==> src/rtl/uart_tx_fifo_if.sv <==
// Write/status bundle for uart_tx_fifo: byte enqueue strobe in, serial line and FIFO status out.
interface uart_tx_fifo_if #(
  parameter int DEPTH = 4
);
  localparam int CNT_W = $clog2(DEPTH + 1);

  logic [7:0]       DATA_IN;
  logic             DATA_WR;
  logic             TXD;
  logic             TX_BUSY;
  logic             FIFO_FULL;
  logic             FIFO_EMPTY;
  logic [CNT_W-1:0] FIFO_COUNT;
  logic             OVERFLOW;

  modport master (
    output DATA_IN, DATA_WR,
    input  TXD, TX_BUSY, FIFO_FULL, FIFO_EMPTY, FIFO_COUNT, OVERFLOW
  );

  modport slave (
    input  DATA_IN, DATA_WR,
    output TXD, TX_BUSY, FIFO_FULL, FIFO_EMPTY, FIFO_COUNT, OVERFLOW
  );
endinterface

==> src/rtl/uart_tx_fifo.sv <==
// UART transmitter (start, 8 data bits MSB first, stop) fed by a small byte FIFO.
module uart_tx_fifo #(
  parameter int BIT_CYCLES = 8,
  parameter int DEPTH      = 4
) (
  input logic           CLK,
  input logic           RST_N,
  uart_tx_fifo_if.slave bus
);
  localparam int PTR_W = (DEPTH > 1) ? $clog2(DEPTH) : 1;
  localparam int CNT_W = $clog2(DEPTH + 1);
  localparam int CYC_W = (BIT_CYCLES > 1) ? $clog2(BIT_CYCLES) : 1;
  localparam logic [CYC_W-1:0] CYC_LAST = CYC_W'(BIT_CYCLES - 1);
  localparam logic [CNT_W-1:0] CNT_MAX  = CNT_W'(DEPTH);

  typedef enum logic [1:0] {IDLE, START, DATA, STOP} state_e;

  state_e             state_q, state_d;
  logic [7:0]         shift_q, shift_d;
  logic [3:0]         bit_cnt_q, bit_cnt_d;
  logic [CYC_W-1:0]   cyc_cnt_q, cyc_cnt_d;
  logic               txd_q, txd_d;
  logic               busy_q, busy_d;
  logic               ovf_q, ovf_d;
  logic [PTR_W-1:0]   wr_ptr_q, wr_ptr_d;
  logic [PTR_W-1:0]   rd_ptr_q, rd_ptr_d;
  logic [CNT_W-1:0]   count_q, count_d;
  logic [7:0]         mem_q [DEPTH];

  logic               wr_en;
  logic               pop;
  logic               fifo_nonempty;
  logic               cyc_done;

  // Next-state: FSM, FIFO pointers/count, and the registered line outputs.
  always_comb begin
    fifo_nonempty = (count_q != '0);
    cyc_done      = (cyc_cnt_q == '0);
    wr_en         = bus.DATA_WR && (count_q < CNT_MAX);
    ovf_d         = bus.DATA_WR && (count_q >= CNT_MAX);
    pop           = 1'b0;
    state_d       = state_q;
    shift_d       = shift_q;
    bit_cnt_d     = bit_cnt_q;
    cyc_cnt_d     = cyc_cnt_q;

    case (state_q)
      IDLE: begin
        if (fifo_nonempty) begin
          pop       = 1'b1;
          shift_d   = mem_q[rd_ptr_q];
          bit_cnt_d = 4'd8;
          cyc_cnt_d = CYC_LAST;
          state_d   = START;
        end
      end
      START: begin
        if (cyc_done) begin
          cyc_cnt_d = CYC_LAST;
          state_d   = DATA;
        end else begin
          cyc_cnt_d = cyc_cnt_q - 1'b1;
        end
      end
      DATA: begin
        if (cyc_done) begin
          cyc_cnt_d = CYC_LAST;
          shift_d   = {shift_q[6:0], 1'b0};
          bit_cnt_d = bit_cnt_q - 4'd1;
          if (bit_cnt_q == 4'd1) state_d = STOP;
        end else begin
          cyc_cnt_d = cyc_cnt_q - 1'b1;
        end
      end
      STOP: begin
        if (cyc_done) begin
          if (fifo_nonempty) begin
            pop       = 1'b1;
            shift_d   = mem_q[rd_ptr_q];
            bit_cnt_d = 4'd8;
            cyc_cnt_d = CYC_LAST;
            state_d   = START;
          end else begin
            cyc_cnt_d = '0;
            bit_cnt_d = '0;
            state_d   = IDLE;
          end
        end else begin
          cyc_cnt_d = cyc_cnt_q - 1'b1;
        end
      end
      default: state_d = IDLE;
    endcase

    wr_ptr_d = wr_en ? wr_ptr_q + 1'b1 : wr_ptr_q;
    rd_ptr_d = pop   ? rd_ptr_q + 1'b1 : rd_ptr_q;
    count_d  = count_q + CNT_W'(wr_en) - CNT_W'(pop);

    // Line outputs are computed from the next state so they are registered yet aligned with it.
    case (state_d)
      START:   txd_d = 1'b0;
      DATA:    txd_d = shift_d[7];
      default: txd_d = 1'b1;
    endcase
    busy_d = (state_d != IDLE);
  end

  always_ff @(posedge CLK or negedge RST_N) begin
    if (!RST_N) begin
      state_q   <= IDLE;
      shift_q   <= '0;
      bit_cnt_q <= '0;
      cyc_cnt_q <= '0;
      txd_q     <= 1'b1;
      busy_q    <= 1'b0;
      ovf_q     <= 1'b0;
      wr_ptr_q  <= '0;
      rd_ptr_q  <= '0;
      count_q   <= '0;
    end else begin
      state_q   <= state_d;
      shift_q   <= shift_d;
      bit_cnt_q <= bit_cnt_d;
      cyc_cnt_q <= cyc_cnt_d;
      txd_q     <= txd_d;
      busy_q    <= busy_d;
      ovf_q     <= ovf_d;
      wr_ptr_q  <= wr_ptr_d;
      rd_ptr_q  <= rd_ptr_d;
      count_q   <= count_d;
    end
  end

  always_ff @(posedge CLK) begin
    if (wr_en) mem_q[wr_ptr_q] <= bus.DATA_IN;
  end

  assign bus.TXD        = txd_q;
  assign bus.TX_BUSY    = busy_q;
  assign bus.OVERFLOW   = ovf_q;
  assign bus.FIFO_COUNT = count_q;
  assign bus.FIFO_FULL  = (count_q == CNT_MAX);
  assign bus.FIFO_EMPTY = (count_q == '0);
endmodule

==> src/flat_wrapper.sv <==
// flat-port wrapper written by rule: the top's interface ports become plain ports
module uart_tx_fifo_flat 
#(
  parameter int BIT_CYCLES = 8,
  parameter int DEPTH      = 4
)
  (CLK, RST_N, bus_DATA_IN, bus_DATA_WR, bus_TXD, bus_TX_BUSY, bus_FIFO_FULL, bus_FIFO_EMPTY, bus_FIFO_COUNT, bus_OVERFLOW);
  uart_tx_fifo_if #(.DEPTH(DEPTH)) bus_i ();
  input logic CLK;
  input logic RST_N;
  input wire logic [$bits(bus_i.DATA_IN)-1:0] bus_DATA_IN;
  input wire logic [$bits(bus_i.DATA_WR)-1:0] bus_DATA_WR;
  output wire logic [$bits(bus_i.TXD)-1:0] bus_TXD;
  output wire logic [$bits(bus_i.TX_BUSY)-1:0] bus_TX_BUSY;
  output wire logic [$bits(bus_i.FIFO_FULL)-1:0] bus_FIFO_FULL;
  output wire logic [$bits(bus_i.FIFO_EMPTY)-1:0] bus_FIFO_EMPTY;
  output wire logic [$bits(bus_i.FIFO_COUNT)-1:0] bus_FIFO_COUNT;
  output wire logic [$bits(bus_i.OVERFLOW)-1:0] bus_OVERFLOW;
  assign bus_i.DATA_IN = bus_DATA_IN;
  assign bus_i.DATA_WR = bus_DATA_WR;
  assign bus_TXD = bus_i.TXD;
  assign bus_TX_BUSY = bus_i.TX_BUSY;
  assign bus_FIFO_FULL = bus_i.FIFO_FULL;
  assign bus_FIFO_EMPTY = bus_i.FIFO_EMPTY;
  assign bus_FIFO_COUNT = bus_i.FIFO_COUNT;
  assign bus_OVERFLOW = bus_i.OVERFLOW;
  uart_tx_fifo #(.BIT_CYCLES(BIT_CYCLES), .DEPTH(DEPTH)) u_core (.CLK(CLK), .RST_N(RST_N), .bus(bus_i));
endmodule
==> config.mk <==
export PLATFORM = sky130hd
export DESIGN_NAME = uart_tx_fifo_flat
export DESIGN_NICKNAME = d
export VERILOG_FILES = /design/src/rtl/uart_tx_fifo_if.sv /design/src/rtl/uart_tx_fifo.sv /design/src/flat_wrapper.sv
export SDC_FILE = /design/constraint.sdc
export NUM_CORES = 1
export LEC_CHECK = 0
export ABC_AREA = 1
export BUFFER_PORTS_ARGS = -buffer_cell sky130_fd_sc_hd__buf_4
export CORE_UTILIZATION = 35
export DETAILED_ROUTE_END_ITERATION = 12
export GPL_TIMING_DRIVEN = 1
export HOLD_SLACK_MARGIN = 0.15
export PLACE_DENSITY = 0.54
export SYNTH_ARGS = -nofsm -noshare
export SYNTH_HDL_FRONTEND = slang
export SYNTH_SLANG_ARGS = --single-unit
==> constraint.sdc <==
create_clock -name CLK -period 3.21 [get_ports CLK]
set_input_delay 0 -clock CLK [delete_from_list [all_inputs] [get_ports CLK]]
set_output_delay 0 -clock CLK [all_outputs]
set_load 0.01 [all_outputs]
# --- Word-level counts from Yosys, hierarchy flattened ---
# Memory sizes are Yosys's and may differ from the RTL's.
# Cells that the tools add are included.
word_totals:
  regBits: 27
  latchBits: 0
  ram_bits: 32
  romBits: 0
  inputBits: 11
  out_inout_bits: 8
  elab_cells: 68
  memories: 1
mem_list:
  columns: ["memory", "words", "word_bits", "read_ports", "rd_ports_with_merged_regs", "wr", "line_no", "source"]
  rows:
  - ["u_core.mem_q", 4, 8, 1, 0, 1, "uart_tx_fifo.sv:28", "logic [7:0] mem_q [DEPTH];"]
op_classes:
  add_sub_neg: 6
  multipliers: 0
  div: 0
  n_lt_le_gt_ge: 2
  n_eq_ne: 10
  shifts: 0
  mux: 27
  n_bitwise: 0
  n_reduce_logical: 11
ops:
  columns: ["cell", "n"]
  rows:
  - ["two-way mux 8 bit", 3]
  - ["one-hot mux 8 bit (3 select lines)", 1]
  - ["two-way mux 4 bit", 4]
  - ["two-way mux 3 bit", 4]
  - ["one-hot mux 4 bit (3 select lines)", 1]
  - ["two-way mux 2 bit", 5]
  - ["one-hot mux 3 bit (3 select lines)", 1]
  - ["one-hot mux 2 bit (4 select lines)", 1]
  - ["equality test 2 bit (second input constant)", 3]
  - ["logical NOT 3 bit", 2]
  - ["!= test 2 x 1 -> 1 bit (second input constant)", 3]
  - ["nonzero test 3 bit", 2]
  - ["two-way mux 1 bit", 5]
  - ["adder 2 x 1 -> 2 bit (second input constant)", 2]
  - ["equality test 2 x 1 -> 1 bit (second input constant)", 2]
  - ["equality test 4 x 1 -> 1 bit (second input constant)", 1]
  - ["one-hot mux 1 bit (2 select lines)", 2]
  - ["AND reduction 4 bit", 1]
  - ["subtractor 4 x 1 -> 4 bit (second input constant)", 1]
  - ["adder 3 x 1 -> 3 bit", 1]
  - ["equality test 3 bit (second input constant)", 1]
  - [">= comparator 3 bit (second input constant)", 1]
  - ["less-than comparator 3 bit (second input constant)", 1]
  - ["AND reduction 3 bit", 1]
  - ["other kinds (6)", 7]

# --- Depth between registers and ports, before layout ---
# Gate-level depths: netlist of run 1.
depth:
  word_depth: 6
  ltp_mapped: 17
  ltp_nobuf: 16

# --- Worst setup path after synthesis of run 1 ---
# Ideal clock, no wire load.
synth_path:
  path_kind: "reg-to-reg"
  from: "register u_core.cyc_cnt_q[0]"
  to: "register u_core.count_q[2] (netlist: u_core.bus.FIFO_COUNT[2])"
  setup_time_ns: 0.129
  t_arrival_ns: 2.349
  t_required_ns: 3.081
  path_slack_ns: 0.732
  path_stages_with_launch: 18
  n_path_buf: 1
  period_less_slack_ns: 2.478
  cell_sequence: "dfrtp_1 -> inv_1 -> ha_1 -> ha_1 -> buf_4 -> nand2_1 -> nand2_2 -> nand2_1 -> inv_2 -> nand2_2 -> inv_1 -> ha_1 -> inv_1 -> ha_1 -> inv_1 -> fa_1 -> xnor2_1 -> xor2_1"
synth_between:
  elab_chain_len: 4
synth_rtl:
  columns: ["item", "line_no", "source"]
  rows:
  - ["from (decl)", "uart_tx_fifo.sv:21", "logic [CYC_W-1:0] cyc_cnt_q, cyc_cnt_d;"]
  - ["from (signal assigned)", "uart_tx_fifo.sv:124", "cyc_cnt_q <= cyc_cnt_d;"]
  - ["logical NOT 3 bit", "uart_tx_fifo.sv:38", "cyc_done = (cyc_cnt_q == '0);"]
  - ["two-way mux 1 bit", "uart_tx_fifo.sv:76", "if (cyc_done) begin"]
  - ["one-hot mux 1 bit (2 select lines)", "uart_tx_fifo.sv:47", "case (state_q)"]
  - ["via u_core.pop", "uart_tx_fifo.sv:31", "logic pop;"]
  - ["subtractor 3 x 1 -> 3 bit", "uart_tx_fifo.sv:97", "count_d = count_q + CNT_W'(wr_en) - CNT_W'(pop);"]
  - ["via u_core.count_d[2]", "uart_tx_fifo.sv:27", "logic [CNT_W-1:0] count_q, count_d;"]
  - ["to (signal assigned)", "uart_tx_fifo.sv:130", "count_q <= count_d;"]
  - ["to (decl)", "uart_tx_fifo.sv:27", null]
# The timed path passes the listed nets, and every way through them passes these cells.
# A chain may end at the register's enable or synchronous reset.

# --- Worst setup path in the final report of run 1 ---
layout_path:
  from: "register u_core.state_q[0]"
  to: "register u_core.count_q[2] (netlist: u_core.bus.FIFO_COUNT[2])"
layout_between:
  elab_chain_len: 3
  elab_cells_between_ends: 4
  cone_classes: "1 x add/sub; 1 x eq/ne; 1 x mux; 1 x reduce/logical"
layout_rtl:
  columns: ["item", "line_no", "source"]
  rows:
  - ["from (decl)", "uart_tx_fifo.sv:18", "state_e state_q, state_d;"]
  - ["from (signal assigned)", "uart_tx_fifo.sv:121", "state_q <= state_d;"]
  - ["equality test 2 bit or logical NOT 2 bit (tied branches)", "uart_tx_fifo.sv:47", null]
  - ["one-hot mux 1 bit (2 select lines) (*)", "uart_tx_fifo.sv:47", null]
  - ["via u_core.pop", "uart_tx_fifo.sv:31", null]
  - ["subtractor 3 x 1 -> 3 bit (*)", "uart_tx_fifo.sv:97", null]
  - ["via u_core.count_d[2]", "uart_tx_fifo.sv:27", null]
# The timed path passes the listed nets; every way through them passes the cells marked *.

==> summary.txt, run 1 <==
Synth
  – Register area share after synthesis: 55.7%
  – YS warnings: 0
  – Synth Cell Area: 2940 sq um
  – Mapped Nets: 340
  – Post-Syn Area per Cell: 9.39 sq um
  – Top-area cell type share of the netlist area: 32.7%
  – Yosys top cell by area: edfxtp_1
  – Post-Syn Instances: 313
  – #FFs+latches synth: 59
  – Synth area leaders: edfxtp_1 (33%), dfrtp_1 (22%), nand2_1 (11%), ha_1 (6.4%), inv_1 (5.4%)
  – Post-synth cell types: 32

Setup path
  – Critical path's most frequent cell: inv_1
  – Crit path required time: 3.44 ns
  – Worst Path Max Fanout: 8
  – CP Class: register to register
  – CP max stage delay: 0.45 ns
  – CP top delay family: adder cells
  – Worst reg-to-reg setup slack: 0.64 ns
  – Crit path cell chain: inv_1, ha_1, inv_1, nand2_2, nand2_1, inv_2, nand2_2, inv_1, ha_1, inv_1, ha_1, inv_1, fa_1, xnor2_1, xor2_1
  – Worst endpoint data arrival time: 2.80 ns
  – Buf+Inv Stages, Crit Path: 6
  – Crit path capture type: register
  – Crit-path slowest cell: dfrtp_1
  – Crit start category: register

Route
  – Drt first pass iters: 8
  – Routed WL: 5390 um
  – Post-DRT Antenna Nets: 0
  – Vias per std cell: 4.48
  – Via count: 2054
  – Routed len/inst: 11.8 um
  – Initial DRC count: 80
  – Residual DRC: 2

Timing
  – Final setup viols: 0
  – Final Max Tran Viols: 0
  – Worst setup margin: 0.644 ns
  – RSZ-0062 raised after global routing: no
  – Worst slew margin: 45.9%
  – FMAX: 390 MHz
  – Setup Skew: 0.00744 ns
  – Setup TNS: 0 ns
  – Minimum clock period: 2.57 ns
  – Period utilization: 79.9%
  – Worst Max-Slew Pin Slew: 0.808 ns
  – Final Hold Fails: 0

Finish
  – Area delta synth->final: 17.7%
  – Area of the multi-input gates: 1070 sq um
  – Net count, final: 375
  – Fill cells: 834
  – # diodes: 0
  – FF/Latch Area: 1640 sq um
  – Share of cells above drive strength 1: 15.9%

Global route
  – Initial antenna violation count: 0
  – Largest net degree at the start of global routing: 27
  – Total Routing Usage GR: 14.1%
  – Gr ovfl total: 0
  – First-pass GRT wire length: 9290 um
  – Vias in the first global route: 1968

Clock network
  – Post_cts resized: 0
  – H-Tree Depth: 3
  – # clock sinks: 59
  – Worst-Skew Late Latency: 0.35 ns
  – CTS root buf: clkbuf_8
  – Worst-case clock buffer depth: 2
  – TritonCTS clock tree: yes
  – Clk pin slew, worst setup/hold paths: 0.07 ns
  – CTS buffer count: 9

Power and ir drop
  – P_sw: 570 uW
  – PwrDens: 544 nW/um^2
  – Pint: 1310 uW
  – Leakage: 0.00160 uW
  – Worst vdd ir: 0.000248 V
  – Clock power share: 31.3%
  – Switching Fraction: 30.3%
  – Reg power frac: 50.4%
  – Combinational Power Share: 18.4%

Placement
  – Post-detail-place hpwl: 3620 um
  – Port bufs: 18
  – Setup WS pre-CTS: 0.641 ns
  – Routability cong.: 0.791

Floorplan
  – Core area: 8180 sq um
  – Die area: 8760 sq um
  – IO Pins: 19
  – DIE HEIGHT: 93.6 um
  – DIE WIDTH: 93.6 um
  – Row cnt: 33
  – Initial core utilization: 35.9%

Run
  – Max Cap Violations: 0

Run status
  – Failing checks: DRC
  – Run status: finished, violations left

Hold path
  – HP Class: input port to register
## metrics by stage
step | hold slack [ns] | area [sq um] | cells | total power, uW | utilization, %
6_report | 0.391 | 3460 | 458 | 1880 | 42.3
5_1_grt | 0.396 | 3460 | 458 | 2000 | 42.3
4_1_cts | 0.381 | 3460 | 458 | 1910 | 42.3
3_5_place_dp | -0.0538 | 3160 | 430 | 1310 | 38.7
3_3_place_gp | -0.0518 | 3160 | 430 | 1300 | 38.7
2_1_floorplan | -0.296 | 2940 | 313 | 1190 | -
## synth_stat cells, drive strengths merged
| cell | number |
|---|---|
| or2 | 1 |
| o22ai | 1 |
| nand2 | 94 |
| xnor2 | 2 |
| a31oi | 1 |
| nor2 | 20 |
| dfrtp | 26 |
| edfxtp | 32 |
| inv | 46 |
| dfstp | 1 |
| nor3 | 1 |
| o21a | 1 |
| buf | 7 |
| a21oi | 16 |
| ha | 15 |
| nand3 | 23 |
| o21ai | 19 |
| a22oi | 1 |
| clkinv | 1 |
| fa | 1 |
| xor2 | 4 |
## repair_timing
| action | in CTS | in global routing |
|---|---|---|
| hold buffers | 12 | 0 |
| setup endpoints to repair | 0 | 0 |
| endpoints found under the hold margin | 62 | 0 |
| buffers inserted | 0 | 0 |
## worst paths after layout
check	depth (start not counted)	startpoint	endpoint
max	15	u_core.state_q[0]	u_core.bus.FIFO_COUNT[2]
min	2	bus_DATA_IN[0]	u_core.mem_q[3][0]
max reg2reg	15	u_core.state_q[0]	u_core.bus.FIFO_COUNT[2]
min reg2reg	2	u_core.shift_q[7]	u_core.shift_q[7]
max in group asynchronous	4	RST_N	u_core.shift_q[4]
min in group asynchronous	4	RST_N	u_core.bus.OVERFLOW
## sequential cells by signal, indices dropped and copies added (netlist names)
register	flops
u_core.bus.FIFO_COUNT	3
u_core.bit_cnt_q	4
u_core.shift_q	8
u_core.rd_ptr_q	2
u_core.mem_q	32
u_core.bus.TXD	1
u_core.state_q	2
u_core.bus.OVERFLOW	1
u_core.cyc_cnt_q	3
u_core.wr_ptr_q	2
u_core.bus.TX_BUSY	1
## routing by layer
metal  up-vias  GRT usage (%)  share of wire, %
li1       1073              -                 -
met5         -              0                 0
met3        13           4.72               3.1
met4         0           5.38               1.7
met2        29           22.7                48
met1       939           17.5                47
## worst reg2reg max path: stages (launching register included)
cell,delay [ns]
dfrtp_1,0.45
inv_1,0.13
ha_1,0.21
inv_1,0.11
nand2_2,0.13
nand2_1,0.11
inv_2,0.04
nand2_2,0.09
inv_1,0.05
ha_1,0.26
inv_1,0.05
ha_1,0.12
inv_1,0.04
fa_1,0.37
xnor2_1,0.14
xor2_1,0.14
## power by group through the flow
stage | sequential [uW] | clock (uW) | combinational [uW]
final | 948 | 588 | 345
after global routing | 959 | 640 | 402
after CTS | 949 | 605 | 356
after detailed placement | 965 | 0 | 343
after global placement | 963 | 0 | 339
after floorplan | 966 | 0 | 225
## cell type report
cell class / instances / share of cell area, %
Clock buffer: 9 / 3.58
Tap cell: 105 / 3.80
Clock inverter: 7 / 1.27
Inverter: 47 / 5.21
Sequential cell: 59 / 47.4
Multi-Input combinational cell: 200 / 30.9
Timing Repair Buffer: 31 / 7.89
## logic make-up (layout without fill, tap and decap cells)
kind of cell               Yosys count  in the layout  synth area share [%]
buffers and inverters               54             94                  7.88
xor gates and xnor gates             6              6                  1.79
DFF                                 59             59                  55.7
adders and majority gates           16             16                  7.07
AOI/OAI and AO/OA                   39             39                  7.28
and+or+nand+nor                    139            139                  20.2
## cell usage in the layout, fill, tap and decap left out, types with 2 or more instances in the layout
cell	synthesis	routed
clkbuf_8	0	9
xor2_1	4	4
nor2_1	16	16
a21oi_1	16	16
nor2_2	3	3
dfrtp_1	26	26
ha_1	15	15
xnor2_1	2	2
o21ai_1	3	3
dlygate4sd3_1	0	11
o21ai_2	3	3
nand2_1	88	88
inv_2	3	3
edfxtp_1	32	32
inv_1	42	42
clkinv_2	1	4
o21ai_0	13	13
nand2_2	5	5
nand3_1	22	22
buf_4	4	19
(Power assumes the default switching activity.)
==> run 2: changes to the inputs <==
--- a/config.mk
+++ b/config.mk
@@ -5,7 +5,7 @@
 export SDC_FILE = /design/constraint.sdc
 export NUM_CORES = 1
 export LEC_CHECK = 0
-export ABC_AREA = 1
+export ABC_AREA = 0
 export BUFFER_PORTS_ARGS = -buffer_cell sky130_fd_sc_hd__buf_4
 export CORE_UTILIZATION = 35
 export DETAILED_ROUTE_END_ITERATION = 12
==> constraint.sdc (replaced) <==
create_clock -name CLK -period 2.5 [get_ports CLK]
set_input_delay 0 -clock CLK [delete_from_list [all_inputs] [get_ports CLK]]
set_output_delay 0 -clock CLK [all_outputs]
set_load 0.01 [all_outputs]
==> run 2 against run 1 <==
Effect of this change:
- the run now ends clean
- utilization grew 2.7 points
- largest power group is now combinational cells
- combinational power grew to 5.2 times the previous value
- first-iteration DRC count rose by 1.3%
- non-clock buffer count rose by 11
==> summary.txt, run 2 <==
Floorplan
  – Initial core utilization: 36.2%
  – DIE HEIGHT: 91.1 um
  – IO Pins: 19
  – Core area: 7690 sq um
  – DIE WIDTH: 91.1 um
  – Row cnt: 32
  – Die area: 8300 sq um

Route
  – Routed WL: 5230 um
  – Vias per std cell: 4.76
  – Routed len/inst: 14.3 um
  – Post-DRT Antenna Nets: 0
  – Drt first pass iters: 4
  – Residual DRC: 0
  – Initial DRC count: 81
  – Via count: 1741

Synth
  – Async S/R FF share, synth: 45.8%
  – Synth area leaders: edfxtp_1 (35%), dfrtp_1 (23%), ha_1 (6.8%), mux4_2 (6.5%), nand2_1 (3.2%)
  – YS warnings: 0
  – Post-synth cell types: 45
  – Top-area cell type share of the netlist area: 34.6%
  – Most used flip-flop cell after synthesis: edfxtp_1
  – #FFs+latches synth: 59
  – Mapped Nets: 241
  – Number of synthesized flops with an enable pin: 32
  – Most instantiated cells after synthesis: edfxtp_1 (32), dfrtp_1 (26), nand2_1 (24)
  – Post-Syn Instances: 214
  – Register area share after synthesis: 58.9%
  – Synth Cell Area: 2780 sq um
  – Post-Syn Area per Cell: 13.0 sq um
  – Yosys top cell by area: edfxtp_1
  – Most numerous cell in the Yosys netlist: edfxtp_1

Setup path
  – CP max stage delay: 0.38 ns
  – CP top delay family: adder cells
  – Worst endpoint data arrival time: 2.56 ns
  – Crit start category: register
  – Crit path required time: 2.76 ns
  – Worst reg-to-reg setup slack: 0.20 ns
  – FF-to-FF End: u_core.bus.FIFO_COUNT[2]
  – Reg2Reg Launch Point: u_core.state_q[0]
  – Worst Path Max Fanout: 3
  – Crit path capture type: register
  – R2R depth: 10
  – Crit-path slowest cell: dfrtp_1
  – Crit path cell chain: inv_1, ha_1, nor3_2, ha_1, inv_1, ha_1, inv_1, fa_1, xnor2_1, xnor2_1
  – CP Class: register to register
  – Crit path from: u_core.state_q[0]
  – Buf+Inv Stages, Crit Path: 3

Global route
  – Largest net degree at the start of global routing: 27
  – Initial antenna violation count: 0
  – Vias in the first global route: 1831
  – Gr ovfl total: 0
  – Total Routing Usage GR: 14.3%
  – First-pass GRT wire length: 8980 um

Clock network
  – # clock sinks: 59
  – Worst-Skew Late Latency: 0.34 ns
  – CTS root buf: clkbuf_8
  – Worst-case clock buffer depth: 2
  – TritonCTS clock tree: yes
  – H-Tree Depth: 3
  – CTS buffer count: 9
  – Clk pin slew, worst setup/hold paths: 0.08 ns

Hold path
  – WHS Endpoint: u_core.mem_q[2][5]
  – Min-delay src: bus_DATA_IN[5]
  – HP Class: input port to register
  – Hold Path Depth: 2

Run status
  – Run status: finished, final reports clean

Timing
  – FMAX: 435 MHz
  – Setup TNS: 0 ns
  – RSZ-0062 raised after global routing: no
  – Setup Skew: 0.00823 ns
  – Final Max Tran Viols: 0
  – Worst slew margin: 69.6%
  – Minimum clock period: 2.30 ns
  – Final Hold Fails: 0
  – Final setup viols: 0
  – Worst Max-Slew Pin Slew: 0.455 ns
  – Period utilization: 91.9%

Power and ir drop
  – Clock power share: 22.9%
  – Leakage: 0.00144 uW
  – PwrDens: 1230 nW/um^2
  – Worst vdd ir: 0.000411 V
  – Pint: 2720 uW
  – Switching Fraction: 36.2%
  – Reg power frac: 34.6%
  – Power, Total: 4260 uW
  – P_sw: 1540 uW
  – Combinational Power Share: 42.5%

Finish
  – Commonest non-fill, non-tap cell in the layout: edfxtp_1
  – # diodes: 0
  – Reg with most FFs: u_core.mem_q
  – Share of cells above drive strength 1: 24.2%
  – Commonest cells after routing, fill and taps aside: edfxtp_1 (32), buf_4 (30), dfrtp_1 (26)
  – Regs by FF count: u_core.mem_q x32, u_core.shift_q x8, u_core.bit_cnt_q x4
  – Area delta synth->final: 24.4%
  – Fill cells: 735
  – Max FFs per register: 32
  – Net count, final: 286

Placement
  – Routability cong.: 0.765
  – Port bufs: 18
  – Post-detail-place hpwl: 3470 um

Run
  – Max Cap Violations: 0
-- run 2: cell types whose count changed in the layout (fill, tap and decap cells not counted), moves of 4 or more --
cell / delta
nand2_1: -64
inv_1: -25
nand3_1: -22
buf_4: +11
a21oi_1: -9
mux4_2: +8
a22o_1: +7
a32oi_1: +6
o21ai_0: -6
and2_1: +5
nand2_2: -5
nor2_1: -5
clkinv_2: -4
-- run 2: logic make-up (layout without fill, tap and decap cells) --
| family | Yosys count | count (layout) | share of synthesized area, % |
|---|---|---|---|
| AOI/OAI and AO/OA | 42 | 42 | 10.8 |
| xor gates and xnor gates | 5 | 5 | 1.58 |
| adders and majority gates | 16 | 16 | 7.47 |
| buffers and inverters | 26 | 76 | 3.82 |
| DFF | 59 | 59 | 58.9 |
| muxes | 9 | 9 | 6.84 |
| and+or+nand+nor | 57 | 57 | 10.5 |
-- run 2: cell type report --
class	count	area (sq um)	area share, %
clock buffer	9	124	3.58
timing repair buffer	42	355	10.3
multi-input combinational	129	1040	30.2
sequential	59	1640	47.3
clock inverter	7	103	2.97
inverter	18	67.6	1.95
tap	102	128	3.69
-- run 2: power by group through the flow --
| stage | Sequential, uW | Combinational [uW] | Clock [uW] |
|---|---|---|---|
| after global routing | 1510 | 2070 | 1040 |
| after floorplan | 1470 | 1300 | 0 |
| after CTS | 1490 | 1820 | 995 |
| after detailed placement | 1510 | 1790 | 0 |
| final | 1480 | 1810 | 974 |
| after global placement | 1500 | 1780 | 0 |
-- run 2: per-stage QoR --
| step | setup slack [ns] | cell area (sq um) | util, % | hold slack, ns | instances |
|---|---|---|---|---|---|
| 6_report | 0.202 | 3460 | 45.0 | 0.407 | 366 |
| 5_1_grt | 0.0414 | 3460 | 45.0 | 0.391 | 366 |
| 4_1_cts | 0.139 | 3450 | 44.9 | 0.394 | 365 |
| 3_5_place_dp | 0.164 | 3100 | 40.3 | -0.0484 | 337 |
| 3_3_place_gp | 0.203 | 3100 | 40.3 | -0.0527 | 337 |
| 2_1_floorplan | 0.0880 | 2790 | - | -0.296 | 214 |
-- run 2: timing repair --
| item | CTS | global route |
|---|---|---|
| hold buffers | 12 | 0 |
| buffers inserted | 0 | 1 |
| setup endpoints to repair | 0 | 1 |
| gates resized for setup | 0 | 0 |
| hold endpoints to repair | 61 | 0 |
-- run 2: metal layers --
| layer | share of wire [%] | global-route usage, % | up-vias |
|---|---|---|---|
| li1 | - | - | 868 |
| met1 | 48 | 18.1 | 834 |
| met2 | 47 | 22.7 | 29 |
| met3 | 3.7 | 4.36 | 10 |
| met4 | 1.8 | 6.35 | 0 |
| met5 | 0 | 0 | - |
-- run 2: worst max path at each step --
stage	endpoint	slack (ns)	depth (start not counted)
4_1_cts	u_core.bus.FIFO_COUNT[2]	0.14	10
3_3_place_gp	u_core.bus.FIFO_COUNT[2]	0.20	10
5_1_grt	u_core.bus.FIFO_COUNT[2]	0.04	12
3_5_place_dp	u_core.bus.FIFO_COUNT[2]	0.16	10
2_1_floorplan	u_core.bus.FIFO_COUNT[2]	0.09	13
6_report	u_core.bus.FIFO_COUNT[2]	0.20	10
